--- src/rtl/fetch_queue.sv ---
// Fetch-to-Decode instruction queue: DEPTH x {pc, instr, exc, bd}, program order, one-cycle flush.
// Latency: push in cycle N is visible at pop_* in cycle N+1 (same cycle on an empty queue when FQ_BYPASS_EN is defined).
// Backpressure: push_ready = not full, independent of pop_ready (no write-through when full); pop_ready low holds the head.
module fetch_queue #(
  parameter int DEPTH = 4,
  parameter int AW    = 2
) (
  input  logic          clk,
  input  logic          reset,
  input  logic          flush,
  input  logic          push_valid,
  output logic          push_ready,
  input  logic [31:0]   push_pc,
  input  logic [31:0]   push_instr,
  input  logic [4:0]    push_exc,
  input  logic          push_bd,
  output logic          pop_valid,
  input  logic          pop_ready,
  output logic [31:0]   pop_pc,
  output logic [31:0]   pop_instr,
  output logic [4:0]    pop_exc,
  output logic          pop_bd,
  output logic [AW:0]   count
);

  typedef struct packed {
    logic [31:0] pc;
    logic [31:0] instr;
    logic [4:0]  exc;
    logic        bd;
  } entry_t;

  entry_t        mem [DEPTH];
  logic [AW-1:0] wr_ptr;
  logic [AW-1:0] rd_ptr;

  logic   not_empty;
  logic   push_fire;
  logic   pop_fire;
  logic   wr_en;
  logic   byp;
  entry_t push_entry;

  assign not_empty  = (count != '0);
  assign push_ready = (count != (AW+1)'(DEPTH));
  assign push_fire  = push_valid & push_ready & ~flush;
  assign pop_fire   = not_empty & pop_ready & ~flush;

  // A faulting fetch must never reach Decode as a real instruction, so its word becomes a NOP.
  assign push_entry.pc    = push_pc;
  assign push_entry.instr = (push_exc != 5'd0) ? 32'h0 : push_instr;
  assign push_entry.exc   = push_exc;
  assign push_entry.bd    = push_bd;

`ifdef FQ_BYPASS_EN
  // Empty queue: the incoming word is offered to Decode directly; it is stored only if Decode stalls.
  assign byp   = ~not_empty & push_valid & ~flush;
  assign wr_en = push_fire & ~(byp & pop_ready);
`else
  assign byp   = 1'b0;
  assign wr_en = push_fire;
`endif

  assign pop_valid = not_empty | byp;

  // Head presentation: stored head when occupied, otherwise all-zero NOP (or the bypassed word).
  always_comb begin
    pop_pc    = 32'h0;
    pop_instr = 32'h0;
    pop_exc   = 5'd0;
    pop_bd    = 1'b0;
    if (not_empty) begin
      pop_pc    = mem[rd_ptr].pc;
      pop_instr = mem[rd_ptr].instr;
      pop_exc   = mem[rd_ptr].exc;
      pop_bd    = mem[rd_ptr].bd;
    end
`ifdef FQ_BYPASS_EN
    else if (byp) begin
      pop_pc    = push_entry.pc;
      pop_instr = push_entry.instr;
      pop_exc   = push_entry.exc;
      pop_bd    = push_entry.bd;
    end
`endif
  end

  // Storage array is deliberately left unreset; validity is tracked by count alone.
  always_ff @(posedge clk) begin
    if (wr_en) begin
      mem[wr_ptr] <= push_entry;
    end
  end

  // Pointer and occupancy state; flush wins over any push or pop in the same cycle.
  always_ff @(posedge clk or negedge reset) begin
    if (!reset) begin
      wr_ptr <= '0;
      rd_ptr <= '0;
      count  <= '0;
    end else if (flush) begin
      wr_ptr <= '0;
      rd_ptr <= '0;
      count  <= '0;
    end else begin
      if (wr_en) begin
        wr_ptr <= wr_ptr + 1'b1;
      end
      if (pop_fire) begin
        rd_ptr <= rd_ptr + 1'b1;
      end
      if (wr_en && !pop_fire) begin
        count <= count + 1'b1;
      end else if (!wr_en && pop_fire) begin
        count <= count - 1'b1;
      end
    end
  end

endmodule
--- config.mk ---
export PLATFORM = sky130hd
export DESIGN_NAME = fetch_queue
export DESIGN_NICKNAME = d
export VERILOG_FILES = /design/src/rtl/fetch_queue.sv
export SDC_FILE = /design/constraint.sdc
export NUM_CORES = 1
export LEC_CHECK = 0
export CAP_MARGIN = 25
export CORE_ASPECT_RATIO = 1.75
export CORE_UTILIZATION = 41
export DETAILED_ROUTE_END_ITERATION = 16
export PLACE_DENSITY = 0.66
export REMOVE_ABC_BUFFERS = 1
export SLEW_MARGIN = 15
export SYNTH_ARGS = -nofsm -noshare
export SYNTH_HDL_FRONTEND = slang
export SYNTH_SLANG_ARGS = --single-unit
--- constraint.sdc ---
create_clock -name clk -period 3.7 [get_ports clk]
set_clock_uncertainty 0.2 [all_clocks]
set_input_delay 0.74 -clock clk [delete_from_list [all_inputs] [get_ports clk]]
set_output_delay 0.74 -clock clk [all_outputs]
set_load 0.01 [all_outputs]
# Yosys cells after proc, flatten, opt, wreduce, memory -nomap -nowiden
# Memory sizes are Yosys's and may differ from the RTL's.
# Index checks and enable logic that the tools add are counted.
[totals]
ff_bits = 7
latch_bits = 0
ramBits = 280
mem_bits_ro = 0
inputBits = 75
output_inout_bits = 75
elab_cells = 37
n_memories = 1
[classes]
addsub = 4
mul = 0
div = 0
n_lt_le_gt_ge = 0
n_eq_ne = 1
n_shift = 0
muxes = 14
bitwise_logic = 5
n_reduce_logical = 9
[mem_list]
columns = ["name", "depth", "width", "rd", "rd_clocked_by_memory_dff", "write_ports", "line", "source"]
rows = [
  ["mem", 4, 70, 1, 0, 1, "33", "entry_t mem [DEPTH];"],
]
[op_table]
columns = ["cell", "n"]
rows = [
  ["two-way mux 32 bit", 3],
  ["two-way mux 3 bit", 3],
  ["two-way mux 2 bit", 4],
  ["nonzero test 3 bit", 2],
  ["two-way mux 5 bit", 1],
  ["nonzero test 5 bit", 1],
  ["adder 2 x 1 -> 2 bit, second input constant", 2],
  ["AND 1 bit", 4],
  ["nonzero test 2 bit", 2],
  ["adder 3 x 1 -> 3 bit, second input constant", 1],
  ["two-way mux 1 bit", 3],
  ["inequality test 3 bit, second input constant", 1],
  ["subtractor 3 x 1 -> 3 bit, second input constant", 1],
  ["logical AND 1 bit", 2],
  ["logical NOT 1 bit", 2],
  ["NOT 1 bit", 1],
]

# Logic depth before layout (Yosys ltp)
# Gate-level depths: netlist of the first run.
[depth]
word_depth = 8
mapped_depth = 8
mapped_depth_nobuf = 7

# Least setup slack after synthesis of the first run
# OpenSTA, ideal clock, no wires.
[synth_path]
path_kind = "input to register"
from = "in flush"
to = "mem mem[2][0] in the netlist's numbering, enable pin"
setup_time_ns = 0.436
arrival_time_ns = 2.920
t_required_ns = 3.064
setup_slack_ns = 0.144
path_stages = 3
path_buffers = 1
cell_sequence = "buf_1 nor3_1 and2_1"
[synth_between]
elab_chain_cells = 4
[synth_lines]
columns = ["element", "line", "source"]
rows = [
  ["start, declared", "10", "input logic flush,"],
  ["NOT 1 bit", "46", "assign push_fire = push_valid & push_ready & ~flush;"],
  ["AND 1 bit", "46", ""],
  ["two-way mux 1 bit", "90", "if (wr_en) begin"],
  ["two-way mux 1 bit (implied by the code)", "91", "mem[wr_ptr] <= push_entry;"],
  ["end, declared", "33", ""],
]
# No other way between the ends.

# Worst setup path in the final report of the first run
[layout_path]
from = "reg rd_ptr[0]"
to = "out pop_instr[23]"
[layout_between]
elab_chain_cells = 2
[layout_lines]
columns = ["element", "line", "source"]
rows = [
  ["start, declared", "35", "logic [AW-1:0] rd_ptr;"],
  ["start signal, assigned", "110", "rd_ptr <= rd_ptr + 1'b1;"],
  ["memory (4 x 70 bit)", "n/a", ""],
  ["two-way mux 32 bit", "72", "if (not_empty) begin"],
  ["end, declared", "20", "output logic [31:0] pop_instr,"],
]
# No other way between the ends.

==> impl_metrics.ini, run 1 <==
[placement]
dpl.hpwl_um = 14600
placed_area_um2 = 13500
place_congestion = 0.717
port_buffers = 149

[timing]
finalCriticalPeriod_ns = 3.53
setup_viol = 0
hold_viol_final = 0
rsz0062_at_grt = no
final-max-slew-violation-count = 0
slew_headroom = 0.664
finalCritPeriodShare = 0.955
max_freq_mhz = 283
tightestPinTransition_ns = 0.500

[yosys]
syn_inst = 541
ys_types = 34
ys_seq_elements = 287
yosys_warnings = 0
yosysSeqAreaShare = 0.750
syn_area_um2 = 11400
syn_area_per_cell_um2 = 21.2

[worst_hold_path]
hp-class = in -> async

[power]
irDropWorstVdd_v = 0.000521
p_int_mw = 6.91
fin_total_pwr_mw = 9.37
p_per_area_nw_per_um2 = 654
switchingPower_mw = 2.46
p_sw_frac = 0.262
pwr-share-seq = 0.411
clockPowerShare = 0.287
pwr-share-comb = 0.301
leakage_nw = 4.48

[clock_network]
cts_hold_buf = 0
cts_buffers = 26
clkLatencyLatePin_ns = 0.53
cts_tree = built
path_clk_slew_ns = 0.06
root_buffer = clkbuf_16
htree_num_levels = 1
cts_buffer_depth = 3
clock_sinks = 287
post_cts_resized = 0

[finish]
layout_common_cells = edfxtp_1 (280), clkdlybuf4s50_1 (149), and2_1 (103), mux4_2 (68), clkbuf_16 (27)
area_growth_syn_to_layout_pct = 25.2
final_common_cell = edfxtp_1
antenna_cells = 0
nets = 788
fin_area_um2 = 14300
drive_above_1_share = 0.193

[global_routing]
met2_usage = 0.323
antenna_found_initial = 0
grt_remaining_overflow = 0
use_met1 = 0.189
grt_pass1_wl_um = 35500
busiest_layer = met2
grt.total_usage = 0.168
grt_start_max_net_pins = 72
use_met3 = 0.0194
grt_pass1_vias = 6157

[floorplan]
io_pins = 150
initial_utilization = 0.419
core_area_um2 = 27300
die_w_um = 128
die_y_um = 223
fp.dieArea_um2 = 28600
rows = 80

[setup_path]
worstPathRequired_ns = 2.76
crit_buf_inv = 2
crit_path_cell_trace = buf_12 > mux4_2 > and2_1 > clkdlybuf4s50_1
end_kind = output port
r2r-start = count[0]$_DFFE_PN0P_
reg2reg_slack_ns = 1.21
path_delay_family = buffers and inverters
worst_path_largest_cell_delay_ns = 0.63
start_kind = flip-flop
slowest_stage = dfrtp_4
rr_endpoint = count[2]$_DFFE_PN0P_
cp.arrival_ns = 2.59
cp_max_fo = 17
worstRegToRegCells = 6
path_class = reg -> out

[route]
drtAntennaViolNets = 0
wl_um = 23400
vias = 5575
drt_first_pass_iters = 4
wl_per_cell_um = 21.3
via_per_inst = 5.09
drt_iter0_markers = 269
drc = 0

[job]
cap_violations = 0

[status]
status = finished clean
==> registers in the layout (all words and copies together), names as in the netlist <==
name / count
count: 3
wr_ptr: 2
mem: 280
rd_ptr: 2
==> through the flow <==
step	setup TNS [ns]	setup WS, ns	util	hold WS [ns]	std cells
finish	0	0.166	0.524	0.300	1096
global route	0	0.0532	0.524	0.320	1096
CTS	0	0.112	0.524	0.284	1096
detailed placement	0	0.478	0.492	0.395	1048
global placement	0	0.549	0.492	0.368	1048
floorplan	-61.69	-0.912	-	0.244	511
==> layout make-up <==
type / count / area (µm²)
fill: 2165 / 13000
tap: 369 / 462
sequential: 287 / 8590
multi-input combinational: 217 / 2580
timing repair buffer: 169 / 1810
clock inverter: 14 / 164
inverter: 7 / 26.3
clock buffer: 33 / 698
==> worst max path at each step <==
stage,endpoint,depth (start not counted),startpoint,slack (ns)
3_5_place_dp,mem[1][40]$_DFFE_PP_,5,push_valid,0.48
5_1_grt,pop_instr[30],4,rd_ptr[0]$_DFFE_PN0P_,0.05
4_1_cts,pop_pc[4],4,rd_ptr[0]$_DFFE_PN0P_,0.11
6_report,pop_instr[23],4,rd_ptr[0]$_DFFE_PN0P_,0.17
2_1_floorplan,pop_instr[31],2,rd_ptr[0]$_DFFE_PN0P_,-0.91
3_3_place_gp,pop_pc[12],4,rd_ptr[0]$_DFFE_PN0P_,0.55
==> kinds of logic after synthesis <==
group	share of synthesized area
xor+xnor	0.00153
mux	0.141
compound gates	0.00918
simple gates	0.0660
fa+ha+maj	0.00612
buf+inv	0.0258
flops	0.750
==> power groups by stage <==
stage	clock network [mW]	registers, mW	logic [mW]
2_1_floorplan	0	4.03	1.32
3_3_place_gp	0	3.93	2.81
3_5_place_dp	0	3.95	2.83
4_1_cts	2.75	3.86	2.89
5_1_grt	2.85	3.87	3.02
6_report	2.69	3.85	2.82
==> synth_stat cells <==
master | number | area (µm²)
a211oi_1 | 1 | 7.51
a21oi_1 | 2 | 10.0
a221oi_2 | 1 | 15.0
a31o_2 | 1 | 8.76
and2_1 | 107 | 669
buf_1 | 1 | 3.75
buf_12 | 7 | 140
buf_2 | 9 | 45.0
buf_6 | 4 | 45.0
clkbuf_1 | 8 | 30.0
clkbuf_2 | 1 | 5.00
dfrtp_1 | 7 | 175
edfxtp_1 | 280 | 8410
fa_1 | 1 | 20.0
ha_1 | 4 | 50.1
inv_1 | 7 | 26.3
mux2_2 | 2 | 22.5
mux2i_1 | 1 | 10.0
mux4_1 | 2 | 52.6
mux4_2 | 68 | 1530
nand2_1 | 1 | 3.75
nand3_1 | 2 | 10.0
nand3b_1 | 1 | 7.51
nor2_1 | 8 | 30.0
nor2_4 | 1 | 11.3
nor3_1 | 1 | 5.00
nor3b_1 | 1 | 7.51
o21a_1 | 2 | 15.0
o21ai_0 | 3 | 15.0
o311a_1 | 1 | 10.0
o311ai_0 | 1 | 8.76
o31ai_1 | 2 | 15.0
or4_4 | 1 | 11.3
xor2_1 | 2 | 17.5
==> routing by layer <==
metal	vias to the layer above	wire length (µm)
met3	35	752
met1	2924	8720
met4	0	534
met5	-	0
met2	123	13400
li1	2493	-
==> timing repair <==
| action | 4_1_cts | 5_1_grt |
|---|---|---|
| hold endpoints to repair | 0 | 0 |
| setup endpoints to repair | 27 | 0 |
| setup buffers | 1 | 0 |
No activity file was read; power rests on OpenSTA's default activity.
==> inputs of run 2 (changes only) <==
CORE_MARGIN = 2   (was default)
==> run 2 against run 1 <==
  * First-iteration DRC count up 36%
  * Power is 3.1% lower
  * Sequential power hardly changed
  * Core utilization is 0.41 points lower
  * Largest cell class unchanged
  * Critical endpoint is now pop_pc[31]
==> impl_metrics.ini, run 2 (synthesized netlist as in run 1, its figures left out) <==
[finish]
largest-register = mem
area_growth_syn_to_layout_pct = 24.3
fin_util = 0.520
largest_reg_flops = 280
nets = 788
final_common_cell = edfxtp_1
layout_common_cells = edfxtp_1 (280), clkdlybuf4s50_1 (149), and2_1 (103), mux4_2 (68), clkbuf_16 (25)
reg_top3 = mem: 280 flops, count: 3 flops
antenna_cells = 0
final_cell_count_no_fill = 1093
drive_above_1_share = 0.186
fillCellCount = 2135

[clock_network]
path_clk_slew_ns = 0.07
clkLatencyLatePin_ns = 0.52
cts_tree = built
root_buffer = clkbuf_16
cts_buffer_depth = 3
cts_buffers = 25
htree_num_levels = 1
post-cts-setup-buffers = 0
clock_sinks = 287

[route]
via_per_inst = 5.04
drt_iter0_markers = 366
drtAntennaViolNets = 0
vias = 5514
drc = 0
drt_first_pass_iters = 7
wl_um = 22300
wl_per_cell_um = 20.4

[setup_path]
path_delay_family = buffers and inverters
worstPathRequired_ns = 2.76
r2r-start = count[1]$_DFFE_PN0P_
crit_path_cell_trace = buf_12 > mux4_1 > and2_1 > clkdlybuf4s50_1
start_kind = flip-flop
cp.arrival_ns = 2.65
path_class = reg -> out
rr_endpoint = count[2]$_DFFE_PN0P_
worst_path_largest_cell_delay_ns = 0.64
end_kind = output port
critPathLaunch = rd_ptr[0]$_DFFE_PN0P_
crit_buf_inv = 2
worstRegToRegCells = 6
slowest_stage = mux4_1
cp_max_fo = 27
reg2reg_slack_ns = 0.97

[timing]
finalCritPeriodShare = 0.970
setup_viol = 0
slew_headroom = 0.633
tns_ns = 0
max_freq_mhz = 279
hold_viol_final = 0
final-max-slew-violation-count = 0
fin_ws_ns = 0.110
finalCriticalPeriod_ns = 3.59
rsz0062_at_grt = no
tightestPinTransition_ns = 0.546
whs_ns = 0.282

[power]
irDropWorstVdd_v = 0.000364
leakage_nw = 4.44
p_per_area_nw_per_um2 = 639

[global_routing]
antenna_found_initial = 0
grt.total_usage = 0.156
grt_pass1_vias = 6039
grt_pass1_wl_um = 34300
grt_remaining_overflow = 0
grt_start_max_net_pins = 48

[floorplan]
die_y_um = 225
die_w_um = 130
core_area_um2 = 27300
rows = 80
fp.dieArea_um2 = 29300
io_pins = 150
initial_utilization = 0.419

[placement]
port_buffers = 149
place_congestion = 0.775
dp.cells = 1050
dpl.hpwl_um = 14700
dp_slack_ns = 0.398

[job]
cap_violations = 0

[worst_hold_path]
hp-class = in -> async

[status]
status = finished clean
[run 2: cell count changes in the layout (fill, tap and decap cells not counted)]
cell,delta
bufinv_16,-1
clkbuf_16,-2
buf_4,+3
clkbuf_1,+1
nand2_2,-1
inv_6,-2
clkinv_2,+2
clkinv_4,-1
clkinvlp_4,-2
buf_12,-1
clkinv_1,+1
nand2_4,+1
buf_8,-1
[run 2: worst max path at each step]
| stage | endpoint | slack [ns] | cells past startpoint |
|---|---|---|---|
| after floorplan | pop_instr[31] | -0.91 | 2 |
| after global placement | mem[3][4]$_DFFE_PP_ | 0.59 | 5 |
| after detailed placement | count[2]$_DFFE_PN0P_ | 0.40 | 8 |
| after CTS | pop_pc[31] | 0.07 | 4 |
| after global routing | pop_pc[30] | 0.02 | 4 |
| final | pop_pc[31] | 0.11 | 4 |
[run 2: per-layer routing]
layer	GRT usage	wire (µm)	vias up
met5	0	0	-
met4	0.0499	530	0
li1	-	-	2485
met3	0.0183	909	31
met1	0.186	8310	2849
met2	0.291	12600	149
[run 2: layout make-up]
class,count,area [µm²],area share
clock buffers,32,652,0.0458
inverters,7,26.3,0.00185
clock inverters,11,106,0.00748
repair buffers,170,1800,0.127
well taps,369,462,0.0325
multi-input cells,217,2580,0.182
flip-flops and latches,287,8590,0.604
[run 2: what timing repair did]
item / in CTS / in global routing
endpoints found under the setup margin: 0 / 11
resized for setup: 0 / 1
hold endpoints to repair: 0 / 0
hold buffers: 0 / 0
[run 2: power breakdown]
| group | total, mW | leakage [nW] | internal (mW) | switching (mW) |
|---|---|---|---|---|
| Sequential | 3.83 | 2.54 | 3.73 | 0.0975 |
| Clock | 2.46 | 0.365 | 1.38 | 1.08 |
| Combinational | 2.79 | 1.53 | 1.60 | 1.19 |
| Total | 9.08 | 4.44 | 6.71 | 2.37 |
[run 2: metrics by stage]
stage               cell area [µm²]  total power, mW
floorplan                     11200             5.35
global placement              13500             6.70
detailed placement            13500             6.74
CTS                           14200             9.20
global route                  14200             9.48
finish                        14200             9.08
[run 2: worst register-to-register path, cell delays in order, from the launching register on]
cell and delay [ns]:
dfrtp_1 0.48, nor3b_1 0.48, nor3_1 0.20, and2_1 0.20, fa_1 0.43, o311a_1 0.39
a211oi_1 0.26
==> inputs of run 3 (changes only) <==
REMOVE_ABC_BUFFERS = default   (was 1)
SLEW_MARGIN = default   (was 15)
==> run 3 against run 2 <==
  * Routed wire length rose by 1.7%
  * Maximum frequency barely moved
  * Hold slack improved by 0.0092 ns
  * Non-clock buffer count fell by 5
  * Clock power rose by 2%
  * Sequential power barely moved
  * Critical path type unchanged
  * Critical path depth did not move
  * Largest cell class unchanged
==> impl_metrics.ini, run 3 (synthesized netlist as in run 1, its figures left out) <==
[route]
wl_um = 22700
vias = 5487
via_per_inst = 5.02
drtAntennaViolNets = 0
drc = 0
wl_per_cell_um = 20.7
drt_first_pass_iters = 4
drt_iter0_markers = 411

[setup_path]
worst_path_largest_cell_delay_ns = 0.80
start_kind = flip-flop
cp_max_fo = 33
cp.arrival_ns = 2.65
path_class = reg -> out
end_kind = output port
slowest_stage = dfrtp_4
crit_path_cell_trace = buf_4 > mux4_2 > and2_1 > clkdlybuf4s50_1
worstPathRequired_ns = 2.76

[clock_network]
cts_buffers = 26
clock_sinks = 287
post-cts-setup-buffers = 0
cts_buffer_depth = 3
root_buffer = clkbuf_16
cts_tree = built
clkLatencyLatePin_ns = 0.53
htree_num_levels = 1
path_clk_slew_ns = 0.06

[timing]
whs_ns = 0.292
setup_viol = 0
max_freq_mhz = 278
final-max-slew-violation-count = 0
finalCriticalPeriod_ns = 3.59
finalCritPeriodShare = 0.971
hold_viol_final = 0
rsz0062_at_grt = no
tns_ns = 0
slew_headroom = 0.607
tightestPinTransition_ns = 0.590

[placement]
port_buffers = 149
dpl.hpwl_um = 14100
place_congestion = 0.727

[status]
status = finished clean

[power]
p_per_area_nw_per_um2 = 643
irDropWorstVdd_v = 0.000503
fin_total_pwr_mw = 9.09
leakage_nw = 4.41

[floorplan]
die_w_um = 130
fp.dieArea_um2 = 29300
io_pins = 150
rows = 80
core_area_um2 = 27300
initial_utilization = 0.419
die_y_um = 225

[finish]
final_common_cell = edfxtp_1
layout_common_cells = edfxtp_1 (280), clkdlybuf4s50_1 (149), and2_1 (103), mux4_2 (68), clkbuf_16 (27)
largest-register = mem
largest_reg_flops = 280
reg_top3 = mem: 280 flops, count: 3 flops
fillCellCount = 2144
drive_above_1_share = 0.182
nets = 784
area_growth_syn_to_layout_pct = 23.6

[job]
cap_violations = 0

[global_routing]
grt_remaining_overflow = 0
antenna_found_initial = 4
grt_pass1_vias = 6157
grt_start_max_net_pins = 71
grt_pass1_wl_um = 34700
grt.total_usage = 0.159

[worst_hold_path]
hp-class = in -> async

[yosys]
syn_nets = 621
-- run 3: final timing paths --
kind,from,end,cells past startpoint,slack (ns)
setup / recovery,rd_ptr[1]$_DFFE_PN0P_,pop_exc[1],4,0.11
hold / removal,reset,count[2]$_DFFE_PN0P_,1,0.29
setup reg to reg,count[1]$_DFFE_PN0P_,count[2]$_DFFE_PN0P_,6,0.97
hold reg to reg,wr_ptr[0]$_DFFE_PN0P_,wr_ptr[0]$_DFFE_PN0P_,2,0.41
max in group asynchronous,reset,rd_ptr[0]$_DFFE_PN0P_,1,2.71
min in group clk,wr_ptr[0]$_DFFE_PN0P_,wr_ptr[0]$_DFFE_PN0P_,2,0.41
-- run 3: critical path, delay by kind of cell (launching register included) --
kind | cells | cell delay, ns
buffers and inverters | 2 | 0.80
flip-flops | 1 | 0.80
multiplexers | 1 | 0.34
AND/OR/NAND/NOR | 1 | 0.17
-- run 3: layout make-up --
class	count	area, µm²	share of cell area
flip-flops and latches	287	8590	0.607
repair buffers	165	1690	0.119
clock inverters	13	87.6	0.00619
multi-input cells	217	2580	0.183
clock buffers	35	706	0.0499
diodes	1	2.50	0.000177
well taps	369	462	0.0326
inverters	7	26.3	0.00186
-- run 3: per-layer routing --
layer,vias up,wire length [µm],track usage
li1,2485,-,-
met1,2827,8440,0.181
met2,130,12700,0.296
met3,39,943,0.0264
met4,6,582,0.0534
met5,-,46,0
-- run 3: where the power goes --
part | total (mW) | switching, mW | internal [mW]
registers | 3.84 | 0.104 | 3.74
clock network | 2.51 | 1.11 | 1.41
logic | 2.74 | 1.18 | 1.56
total | 9.09 | 2.39 | 6.70
-- run 3: per-stage QoR --
| stage | utilization | std cells | area (µm²) | setup WS, ns |
|---|---|---|---|---|
| 6_report | 0.518 | 1094 | 14100 | 0.107 |
| 5_1_grt | 0.518 | 1093 | 14100 | 0.0145 |
| 4_1_cts | 0.518 | 1093 | 14100 | 0.0584 |
| 3_5_place_dp | 0.488 | 1045 | 13300 | 0.383 |
| 3_3_place_gp | 0.488 | 1045 | 13300 | 0.561 |
| 2_1_floorplan | - | 541 | 11400 | 0.144 |
-- run 3: what timing repair did --
item,CTS,global route
gates resized for setup,2,1
endpoints found under the setup margin,38,26
hold buffers,0,0
